**src/rtl/interleaved_modmul_if.sv**
```systemverilog
// Operand/status bundle for interleaved_modmul.
// The master drives start and the operands; the slave returns busy, done, result and err.
interface interleaved_modmul_if #(
    parameter int unsigned WIDTH = 16
) ();
    logic             start;
    logic [WIDTH-1:0] a;
    logic [WIDTH-1:0] b;
    logic [WIDTH-1:0] n;
    logic             busy;
    logic             done;
    logic [WIDTH-1:0] result;
    logic             err;

    modport master (
        output start, a, b, n,
        input  busy, done, result, err
    );

    modport slave (
        input  start, a, b, n,
        output busy, done, result, err
    );
endinterface

```
**src/rtl/interleaved_modmul.sv**
```systemverilog
// Radix-2 interleaved modular multiplier, (a*b) mod n, one multiplier bit per cycle, MSB first.
// Define MODMUL_INPUT_CHECK_EN to flag out-of-range operands (n==0, a>=n, b>=n) on err.
module interleaved_modmul #(
    parameter int unsigned WIDTH = 16
) (
    input  logic                 clk,
    input  logic                 rst,
    interleaved_modmul_if.slave  bus_io
);

    localparam int unsigned CntW = $clog2(WIDTH);
    localparam int unsigned AccW = WIDTH + 2;

    typedef enum logic [1:0] {StIdle, StRun, StDone} state_e;

    state_e            state_q;
    logic              busy_q;
    logic              done_q;
    logic [WIDTH-1:0]  result_q;
    logic [WIDTH-1:0]  a_q;
    logic [WIDTH-1:0]  b_q;
    logic [WIDTH-1:0]  n_q;
    logic [AccW-1:0]   p_q;
    logic [CntW-1:0]   cnt_q;

    logic [AccW-1:0]   a_ext;
    logic [AccW-1:0]   n_ext;
    logic [AccW-1:0]   p_add;
    logic [AccW-1:0]   p_sub;
    logic [AccW-1:0]   p_d;

    // Two extra accumulator bits keep 2P+a exact while P<n and a<n.
    always_comb begin
        a_ext = {2'b00, a_q};
        n_ext = {2'b00, n_q};
        p_add = (p_q << 1) + (b_q[cnt_q] ? a_ext : '0);
        p_sub = (p_add >= n_ext) ? (p_add - n_ext) : p_add;
        p_d   = (p_sub >= n_ext) ? (p_sub - n_ext) : p_sub;
    end

`ifdef MODMUL_INPUT_CHECK_EN
    logic err_q;
    assign bus_io.err = err_q;
`else
    assign bus_io.err = 1'b0;
`endif

    always_ff @(posedge clk) begin
        if (rst) begin
            state_q  <= StIdle;
            busy_q   <= 1'b0;
            done_q   <= 1'b0;
            result_q <= '0;
            a_q      <= '0;
            b_q      <= '0;
            n_q      <= '0;
            p_q      <= '0;
            cnt_q    <= '0;
`ifdef MODMUL_INPUT_CHECK_EN
            err_q    <= 1'b0;
`endif
        end else begin
            done_q <= 1'b0;
            unique case (state_q)
                StIdle: begin
                    if (bus_io.start) begin
                        a_q     <= bus_io.a;
                        b_q     <= bus_io.b;
                        n_q     <= bus_io.n;
                        p_q     <= '0;
                        cnt_q   <= CntW'(WIDTH - 1);
                        busy_q  <= 1'b1;
                        state_q <= StRun;
`ifdef MODMUL_INPUT_CHECK_EN
                        err_q   <= (bus_io.n == '0) || (bus_io.a >= bus_io.n) ||
                                   (bus_io.b >= bus_io.n);
`endif
                    end
                end
                StRun: begin
                    p_q   <= p_d;
                    cnt_q <= cnt_q - CntW'(1);
                    if (cnt_q == '0) begin
                        state_q <= StDone;
                    end
                end
                StDone: begin
                    done_q   <= 1'b1;
                    result_q <= p_q[WIDTH-1:0];
                    busy_q   <= 1'b0;
                    state_q  <= StIdle;
                end
                default: begin
                    busy_q  <= 1'b0;
                    state_q <= StIdle;
                end
            endcase
        end
    end

    assign bus_io.busy   = busy_q;
    assign bus_io.done   = done_q;
    assign bus_io.result = result_q;

endmodule

```
**src/flat_wrapper.sv**
```systemverilog
// flat-port wrapper written by rule: the top's interface ports become plain ports
module interleaved_modmul_flat 
#(
    parameter int unsigned WIDTH = 16
)
  (clk, rst, bus_io_start, bus_io_a, bus_io_b, bus_io_n, bus_io_busy, bus_io_done, bus_io_result, bus_io_err);
  interleaved_modmul_if #(.WIDTH(WIDTH)) bus_io_i ();
  input  logic clk;
  input  logic rst;
  input wire logic [$bits(bus_io_i.start)-1:0] bus_io_start;
  input wire logic [$bits(bus_io_i.a)-1:0] bus_io_a;
  input wire logic [$bits(bus_io_i.b)-1:0] bus_io_b;
  input wire logic [$bits(bus_io_i.n)-1:0] bus_io_n;
  output wire logic [$bits(bus_io_i.busy)-1:0] bus_io_busy;
  output wire logic [$bits(bus_io_i.done)-1:0] bus_io_done;
  output wire logic [$bits(bus_io_i.result)-1:0] bus_io_result;
  output wire logic [$bits(bus_io_i.err)-1:0] bus_io_err;
  assign bus_io_i.start = bus_io_start;
  assign bus_io_i.a = bus_io_a;
  assign bus_io_i.b = bus_io_b;
  assign bus_io_i.n = bus_io_n;
  assign bus_io_busy = bus_io_i.busy;
  assign bus_io_done = bus_io_i.done;
  assign bus_io_result = bus_io_i.result;
  assign bus_io_err = bus_io_i.err;
  interleaved_modmul #(.WIDTH(WIDTH)) u_core (.clk(clk), .rst(rst), .bus_io(bus_io_i));
endmodule
```
**config.mk**
```make
export PLATFORM = sky130hd
export DESIGN_NAME = interleaved_modmul_flat
export DESIGN_NICKNAME = d
export VERILOG_FILES = /design/src/rtl/interleaved_modmul_if.sv /design/src/rtl/interleaved_modmul.sv /design/src/flat_wrapper.sv
export SDC_FILE = /design/constraint.sdc
export NUM_CORES = 1
export LEC_CHECK = 0
export BUFFER_PORTS_ARGS = -buffer_cell sky130_fd_sc_hd__buf_2
export CORE_ASPECT_RATIO = 0.5
export CORE_MARGIN = 2
export CORE_UTILIZATION = 35
export DETAILED_ROUTE_END_ITERATION = 12
export PLACE_DENSITY = 0.61
export SETUP_SLACK_MARGIN = 0.05
export SLEW_MARGIN = 5
export SYNTH_ARGS = -nofsm -noshare
export SYNTH_HDL_FRONTEND = slang
export SYNTH_SLANG_ARGS = --single-unit
```
**constraint.sdc**
```tcl
create_clock -name clk -period 9.15 [get_ports clk]
set_clock_uncertainty 0.1 [all_clocks]
set_input_delay 1.83 -clock clk [delete_from_list [all_inputs] [get_ports clk]]
set_output_delay 1.83 -clock clk [all_outputs]
set_load 0.02 [all_outputs]
```
---- Yosys cells after proc, flatten, opt, wreduce, memory -nomap -nowiden ----
Index checks and enable logic that the tools add are counted.
W data, S select, Z words.
storage, ports and cells
  register bits ........................... 89
  bits of input ports ..................... 51
  output and inout bits ................... 19
  word-level logic and storage cells ...... 43
operators by class
  $add $sub $neg .......................... 4
  $lt $le $gt $ge ......................... 3
  eq/ne operators ......................... 4
  multiplexer cells ....................... 15
  bitwise operators ....................... 1
  reductions and logical operators ........ 7
operators by type and width
  cell                   count
  $ge A18 B16 Y1         2
  $mux W17               2
  $pmux W17 S2           1
  $add A18 B16 Y18       1
  $mux W18               1
  $sub A18 B16 Y18       1
  $sub A17 B16 Y17       1
  $mux W16               1
  $pmux W4 S2            1
  $reduce_and A2 Y1      4
  $lt A4 B5 Y1 const B   1
  $bmux W1 S4            1
  $logic_not A4 Y1       1
  $mux W2                2
  $mux W4                1
  $pmux W2 S2            1
  $sub A4 B1 Y4 const B  1
  $mux W1                3
  $eq A2 B1 Y1 const B   1
  $eq A2 B2 Y1 const B   1
  $logic_not A2 Y1       1
  $ne A2 B1 Y1 const B   1
  $ne A2 B2 Y1 const B   1
  $pmux W1 S2            1
  other kinds (2)        2

---- Logic depth before layout (Yosys ltp) ----
Gate-level depths: netlist (run 1).
  depth in word-level cells ............... 9
  gate-level depth with buffers ........... 36
  gate-level depth less buffers ........... 33

---- Least setup slack after synthesis (run 1) ----
No wires, ideal clock.
  path kind ............................... register -> register
  from .................................... register u_core.cnt_q[0]
  to ...................................... register u_core.p_q[10]
  library setup time ...................... 0.125 ns
  data arrival time ....................... 6.953 ns
  required time ........................... 8.925 ns
  path slack .............................. 1.972 ns
  cell stages (with the launch flop) ...... 35
  buffers on the path ..................... 5
  cell sequence ........................... dfxtp_1 clkbuf_1 mux4_2 mux4_2 clkbuf_1 and2_1 ha_1 a21o_1 a22oi_2 and2b_4 inv_1 o21a_1 nor2_1 xnor2_1 ha_1 nand2_1 nor3_1 and4_1 nand4bb_4 nor2_4 buf_4 mux2i_1 ha_1 nor2b_1 o21a_1 o21ai_1 a21oi_1 nand2b_1 a211oi_1 o21ai_1 nor3_2 buf_6 buf_12 mux2i_1 o21ai_1
on the way
  cells in the longest elaborated chain, start to end .. 9
  elaborated cells between the ends (all ways) .. 11
RTL lines
  element                                             line                      source
  start: declaration                                  interleaved_modmul.sv:24  logic [CntW-1:0] cnt_q;
  start signal: assignment                            interleaved_modmul.sv:71  cnt_q <= CntW'(WIDTH - 1);
  start signal: assignment                            interleaved_modmul.sv:82  cnt_q <= cnt_q - CntW'(1);
  $bmux W1 S4 *                                       interleaved_modmul.sv:36  p_add = (p_q << 1) + (b_q[cnt_q] ? a_ext : '0);
  $mux W1 (implied by the code) *                     interleaved_modmul.sv:36
  $mux W16 *                                          interleaved_modmul.sv:36
  $add A18 B16 Y18 *                                  interleaved_modmul.sv:36
  $sub A18 B16 Y18 or $ge A18 B16 Y1 (tied branches)  interleaved_modmul.sv:37  p_sub = (p_add >= n_ext) ? (p_add - n_ext) : p_add;
  $mux W18 *                                          interleaved_modmul.sv:37
  $sub A17 B16 Y17 or $ge A18 B16 Y1 (tied branches)  interleaved_modmul.sv:38  p_d = (p_sub >= n_ext) ? (p_sub - n_ext) : p_sub;
  $mux W17 *                                          interleaved_modmul.sv:38
  $pmux W17 S2 *                                      interleaved_modmul.sv:64  unique case (state_q)
  end signal: assignment                              interleaved_modmul.sv:81  p_q <= p_d;
  end: declaration                                    interleaved_modmul.sv:23  logic [AccW-1:0] p_q;
Mark *: on every way between the ends. The rest lies on a longest branch, timed or not. The select of a mux whose other input is x is not followed.
A chain may end at the register's enable or synchronous reset.

---- Final worst setup path (run 1) ----
  from .................................... register u_core.cnt_q[0]
  to ...................................... register u_core.p_q[15]
Same word-level chain as after synthesis.

==> flow_metrics.py, run 1 <==
metrics = {
    "outcome": {
        "status": "finished clean",
    },
    "logic_synthesis": {
        "syn_area_sq_um": 6020,
        "synth_nets": 850,
        "yosysTopAreaCell": "dfxtp_1",
        "ys_async_sr_fraction_pct": 0,
        "ys_ff_latch": 89,
        "yosysSeqAreaShare_pct": 29.6,
        "synth_top_flop_cell": "dfxtp_1",
        "synth_cells": 748,
        "syn_avg_cell_area_sq_um": 8.05,
        "synth_edf_count": 0,
        "synth.top_cell.area_share_pct": 29.6,
        "ys_types": 71,
        "synth.area.top_cells": "dfxtp_1 (30%), nand2_1 (10%), ha_1 (10%), a21oi_1 (7.5%), xnor2_1 (4.1%)",
        "ys_warn_count": 0,
    },
    "worst_setup_path": {
        "cp_data_required_time_ns": 9.25,
        "max_stage_delay_ns": 0.62,
        "end_kind": "register",
        "crit_path_top_delay_cell": "mux4_2",
        "cp_max_fo": 18,
        "crit_path_start_kind": "register",
        "cp_common_cell": "ha_1",
        "path_class": "register to register",
        "critPathArrivalTime_ns": 8.01,
    },
    "grt": {
        "grt_max_degree": 75,
        "grt_pass1_vias": 4985,
        "antenna_found_initial": 0,
        "grt-ovfl-total": 0,
        "grt_pass1_wl_um": 25100,
        "grt.total_usage_pct": 17.1,
    },
    "die": {
        "die-area_sq_um": 18300,
        "core_sq_um": 16600,
        "rows": 33,
        "dieHeight_um": 96.8,
        "ioPinCount": 70,
        "fp.dieW_um": 190,
        "start_util_pct": 36.3,
    },
    "clocking": {
        "clockBufferDepth": 2,
        "cts_max_level": 3,
        "cts.sinks": 89,
        "cts_made_buffers": 9,
        "cts_resized": 0,
        "clk_pin_slew_worst_paths_ns": 0.07,
        "cts_root_buf": "clkbuf_16",
        "tritoncts": "built",
        "post-cts-setup-buffers": 0,
        "clock_latency_ns": 0.35,
        "cts.hold.buffers_added": 0,
    },
    "sta": {
        "fin_ws_ns": 1.24,
        "maxSlewViolCount": 0,
        "hold_slack_ns": 0.351,
        "rsz0062_at_grt": "no",
        "finalHoldViolCount": 0,
        "setup_violations": 0,
        "fin_tns_setup_ns": 0,
        "worst_pin_slew_ns": 1.23,
        "min_period_over_period_pct": 86.4,
        "fmax_mhz": 126,
        "period_minus_slack_ns": 7.91,
        "slew_headroom_pct": 18.0,
    },
    "final_layout": {
        "syn2layout_area_growth_pct": 13.5,
        "drive_gt1_share_pct": 14.9,
        "nets": 900,
        "antennaDiodeCount": 0,
        "nFillCells": 1722,
    },
    "placed_design": {
        "hpwlAfterDp_um": 12000,
        "place_congestion": 0.942,
        "post-place-ws_ns": 1.29,
        "portBuffers": 68,
    },
    "route": {
        "viasPerCell": 5.11,
        "post_drt_wl_per_cell_um": 14.8,
        "ant_nets": 0,
        "via_count": 5261,
        "drc": 0,
        "first_pass_iters": 5,
        "wirelength_um": 15300,
        "drtIter0Drc": 245,
    },
    "power_and_ir_drop": {
        "irDropWorstVdd_mv": 0.309,
        "leakagePower_nw": 2.91,
        "finalPower_mw": 2.63,
        "p_per_area_nw_per_um2": 384,
    },
    "hold_path": {
        "hold_path_class": "register to register",
    },
    "job": {
        "drv_cap": 0,
    },
}
## power breakdown
group	leakage [nW]	switching [mW]	internal, mW
combinational	2.02	0.964	0.816
sequential	0.728	0.0280	0.423
clock	0.161	0.162	0.237
total	2.91	1.15	1.48
## final cells by class
class	count	area (sq um)	share of cell area, %
flip-flops and latches	89	1780	26.1
clock buffers	12	267	3.90
well taps	227	284	4.15
inverters	29	109	1.59
repair buffers	72	370	5.42
clock inverters	4	58.8	0.860
multi-input cells	597	3970	58.0
## sequential cells by signal, summed over array words and instances, names as in the netlist
name	count
u_core.bus_io.result	16
u_core.bus_io.done	1
u_core.a_q	16
u_core.p_q	17
u_core.bus_io.busy	1
u_core.state_q	2
u_core.b_q	16
u_core.cnt_q	4
u_core.n_q	16
## per-layer routing
| metal | track usage, % | share of wire (%) |
|---|---|---|
| met2 | 25.8 | 42 |
| met1 | 25.2 | 54 |
| met3 | 2.76 | 3.2 |
| met4 | 4.05 | 0.85 |
| met5 | 0 | 0 |
## placed cells by master (no fill, tap or decap), drive strengths merged, types with 14 or more instances in the layout
cell type and count:
a21oi 90, ha 48, dfxtp 89, a21o 16
xnor2 28, nand2 161, buf 72, mux2 14
o21ai 39, nor2 39, inv 30, and2 17
mux2i 16
## synth_stat cells, types with 7 or more instances
cell type,number
nand2_1,161
a21oi_1,90
dfxtp_1,89
ha_1,48
nor2_1,37
inv_1,29
xnor2_1,28
clkbuf_1,25
o21ai_1,20
and2_1,17
o21ai_0,17
mux2i_1,16
a21o_1,15
o21a_1,12
nand2b_1,11
a211oi_1,10
xor2_1,9
mux2_1,8
nor3_1,7
## path summary, 6_finish.rpt
path | slack (ns) | depth (start not counted) | end | startpoint
worst max-delay path | 1.24 | 31 | u_core.p_q[15]$_SDFFE_PP0P_ | u_core.cnt_q[0]$_SDFFE_PP0P_
worst min-delay path | 0.35 | 2 | u_core.bus_io.result[4]$_SDFFE_PP0P_ | u_core.bus_io.result[4]$_SDFFE_PP0P_
worst max register to register | 1.24 | 31 | u_core.p_q[15]$_SDFFE_PP0P_ | u_core.cnt_q[0]$_SDFFE_PP0P_
worst min register to register | 0.35 | 2 | u_core.bus_io.result[4]$_SDFFE_PP0P_ | u_core.bus_io.result[4]$_SDFFE_PP0P_
## critical path: cells and delay by family, from the launching register on
family	cells	cell delay, ns
and+or+nand+nor	11	2.01
AOI/OAI and AO/OA	10	1.74
muxes	3	1.56
adders and majority gates	4	1.33
DFF	1	0.54
buffers and inverters	2	0.27
xor gates and xnor gates	1	0.19
## per-stage QoR
step / instances / cell area (sq um) / util [%]
after floorplan: 748 / 6020 / -
after global placement: 1014 / 6510 / 39.2
after detailed placement: 1014 / 6510 / 39.2
after CTS: 1030 / 6840 / 41.2
after global routing: 1030 / 6840 / 41.2
final: 1030 / 6840 / 41.2
## kinds of logic (layout without fill, tap and decap cells)
kind of cell             count (synthesis)  in the layout  synth area share [%]
adder cells (fa/ha/maj)                 51             51                  11.0
multiplexers                            35             35                  7.15
AND/OR/NAND/NOR                        267            267                  20.3
other                                    1              1                0.0623
buffers and inverters                   62            117                  4.63
flip-flops                              89             89                  29.6
AO/OA/AOI/OAI                          205            205                  21.6
XOR/XNOR                                38             38                  5.65
No activity file was read; power rests on OpenSTA's default activity.
==> inputs of run 2 (changes only) <==
--- a/config.mk
+++ b/config.mk
@@ -10,8 +10,10 @@
 export CORE_MARGIN = 2
 export CORE_UTILIZATION = 35
 export DETAILED_ROUTE_END_ITERATION = 12
+export GPL_TIMING_DRIVEN = 0
 export PLACE_DENSITY = 0.61
 export SETUP_SLACK_MARGIN = 0.05
+export SKIP_CTS_REPAIR_TIMING = 1
 export SLEW_MARGIN = 5
 export SYNTH_ARGS = -nofsm -noshare
 export SYNTH_HDL_FRONTEND = slang
==> run 2 against run 1 <==
Effect of this change:
- utilization increased by 0.57 points
- fmax fell by 6.2%
- worst setup slack got worse by 0.53 ns
- largest cell class unchanged
- register-to-register slack lost 0.53 ns
==> flow_metrics.py, run 2 (synthesis results as in run 1) <==
metrics = {
    "sta": {
        "maxSlewViolCount": 0,
        "fin_ws_ns": 0.713,
        "period_minus_slack_ns": 8.44,
        "setup_violations": 0,
        "fmax_mhz": 119,
        "fin_tns_setup_ns": 0,
        "rsz0062_at_grt": "no",
        "worst_pin_slew_ns": 0.732,
        "finalHoldViolCount": 0,
        "slew_headroom_pct": 51.0,
        "min_period_over_period_pct": 92.2,
    },
    "clocking": {
        "cts_made_buffers": 9,
        "tritoncts": "built",
        "clock_latency_ns": 0.35,
        "clockBufferDepth": 2,
        "cts_max_level": 3,
        "clk_pin_slew_worst_paths_ns": 0.07,
        "cts.sinks": 89,
        "cts_root_buf": "clkbuf_16",
    },
    "worst_setup_path": {
        "end_kind": "register",
        "critPathArrivalTime_ns": 8.56,
        "max_stage_delay_ns": 0.57,
        "crit_path_top_delay_cell": "dfxtp_1",
        "crit_path_start_kind": "register",
        "cp_data_required_time_ns": 9.27,
        "r2r_cells": 32,
        "cp_max_fo": 10,
        "path_class": "register to register",
    },
    "grt": {
        "grt.total_usage_pct": 18.0,
        "grt_pass1_vias": 5061,
        "met3_usage_pct": 2.87,
        "antenna_found_initial": 1,
        "grt_max_degree": 18,
        "grt-ovfl-total": 0,
        "grt.met2_usage_pct": 26.7,
        "grtUsageMet1_pct": 27.3,
        "grt_busiest_layer": "met1",
        "grt_pass1_wl_um": 26300,
    },
    "final_layout": {
        "drive_gt1_share_pct": 14.6,
        "antennaDiodeCount": 0,
        "fin_cells": 1058,
        "fin_util_pct": 41.8,
        "registers.top_by_ff_count": "u_core.p_q",
        "largest_reg_flops": 17,
        "syn2layout_area_growth_pct": 15.1,
        "final_common_cell": "nand2_1",
        "nets": 928,
        "layout_common_cells": "nand2_1 (161), a21oi_1 (90), dfxtp_1 (89)",
    },
    "die": {
        "dieHeight_um": 96.8,
        "ioPinCount": 70,
        "rows": 33,
        "fp.dieW_um": 190,
        "die-area_sq_um": 18300,
        "core_sq_um": 16600,
        "start_util_pct": 36.3,
    },
    "route": {
        "ant_nets": 0,
        "post_drt_wl_per_cell_um": 15.4,
        "wirelength_um": 16300,
        "via_count": 5346,
        "viasPerCell": 5.05,
        "drtIter0Drc": 401,
        "first_pass_iters": 6,
        "drc": 0,
    },
    "placed_design": {
        "portBuffers": 68,
        "dp_cells": 1043,
        "hpwlAfterDp_um": 13500,
        "post-place-ws_ns": 0.724,
        "place_congestion": 0.875,
    },
    "power_and_ir_drop": {
        "finalPower_mw": 2.76,
        "irDropWorstVdd_mv": 0.247,
        "p_per_area_nw_per_um2": 398,
        "leakagePower_nw": 2.94,
    },
    "outcome": {
        "status": "finished clean",
    },
    "hold_path": {
        "hold_path_class": "register to register",
        "holdPathStages": 2,
    },
    "job": {
        "drv_cap": 0,
    },
}
==> run 2: worst max-delay path: cells and delay by family (launching register included) <==
| family | cells | cell delay (ns) |
|---|---|---|
| buffers and inverters | 4 | 0.84 |
| DFF | 1 | 0.57 |
| and+or+nand+nor | 12 | 2.14 |
| xor gates and xnor gates | 1 | 0.27 |
| AOI/OAI and AO/OA | 8 | 1.64 |
| muxes | 4 | 1.68 |
| adders and majority gates | 3 | 1.05 |
==> run 2: per-stage QoR <==
step           instance area [sq um]  hold slack, ns
6_report                        6930           0.353
3_5_place_dp                    6650           0.347
3_3_place_gp                    6650           0.340
5_1_grt                         6930           0.371
2_1_floorplan                   6020           0.332
4_1_cts                         6940           0.356
==> run 2: report_power, final <==
| group | total (mW) | internal (mW) | switching, mW | leakage (nW) |
|---|---|---|---|---|
| Clock | 0.357 | 0.189 | 0.168 | 0.139 |
| Combinational | 1.95 | 0.879 | 1.07 | 2.07 |
| Sequential | 0.452 | 0.422 | 0.0293 | 0.728 |
==> run 2: layout make-up <==
cell class	count	area, sq um
Fill cell	1739	9670
Multi-Input combinational cell	597	3960
Sequential cell	89	1780
Timing Repair Buffer	68	340
Tap cell	227	284
Clock buffer	9	225
Buffer	32	166
Inverter	29	109
Clock inverter	7	63.8
==> run 2: worst paths after layout <==
kind                                start                     endpoint  slack (ns)
max          u_core.cnt_q[0]$_SDFFE_PP0P_  u_core.p_q[10]$_SDFFE_PP0P_        0.71
min reg2reg   u_core.a_q[11]$_SDFFE_PP0P_  u_core.a_q[11]$_SDFFE_PP0P_        0.35
min           u_core.a_q[11]$_SDFFE_PP0P_  u_core.a_q[11]$_SDFFE_PP0P_        0.35
max reg2reg  u_core.cnt_q[0]$_SDFFE_PP0P_  u_core.p_q[10]$_SDFFE_PP0P_        0.71
==> run 2: per-layer routing <==
metal	share of wire [%]	vias up
met2	42	121
met3	5.0	16
li1	-	2752
met1	52	2457
met5	0	-
met4	1.2	0
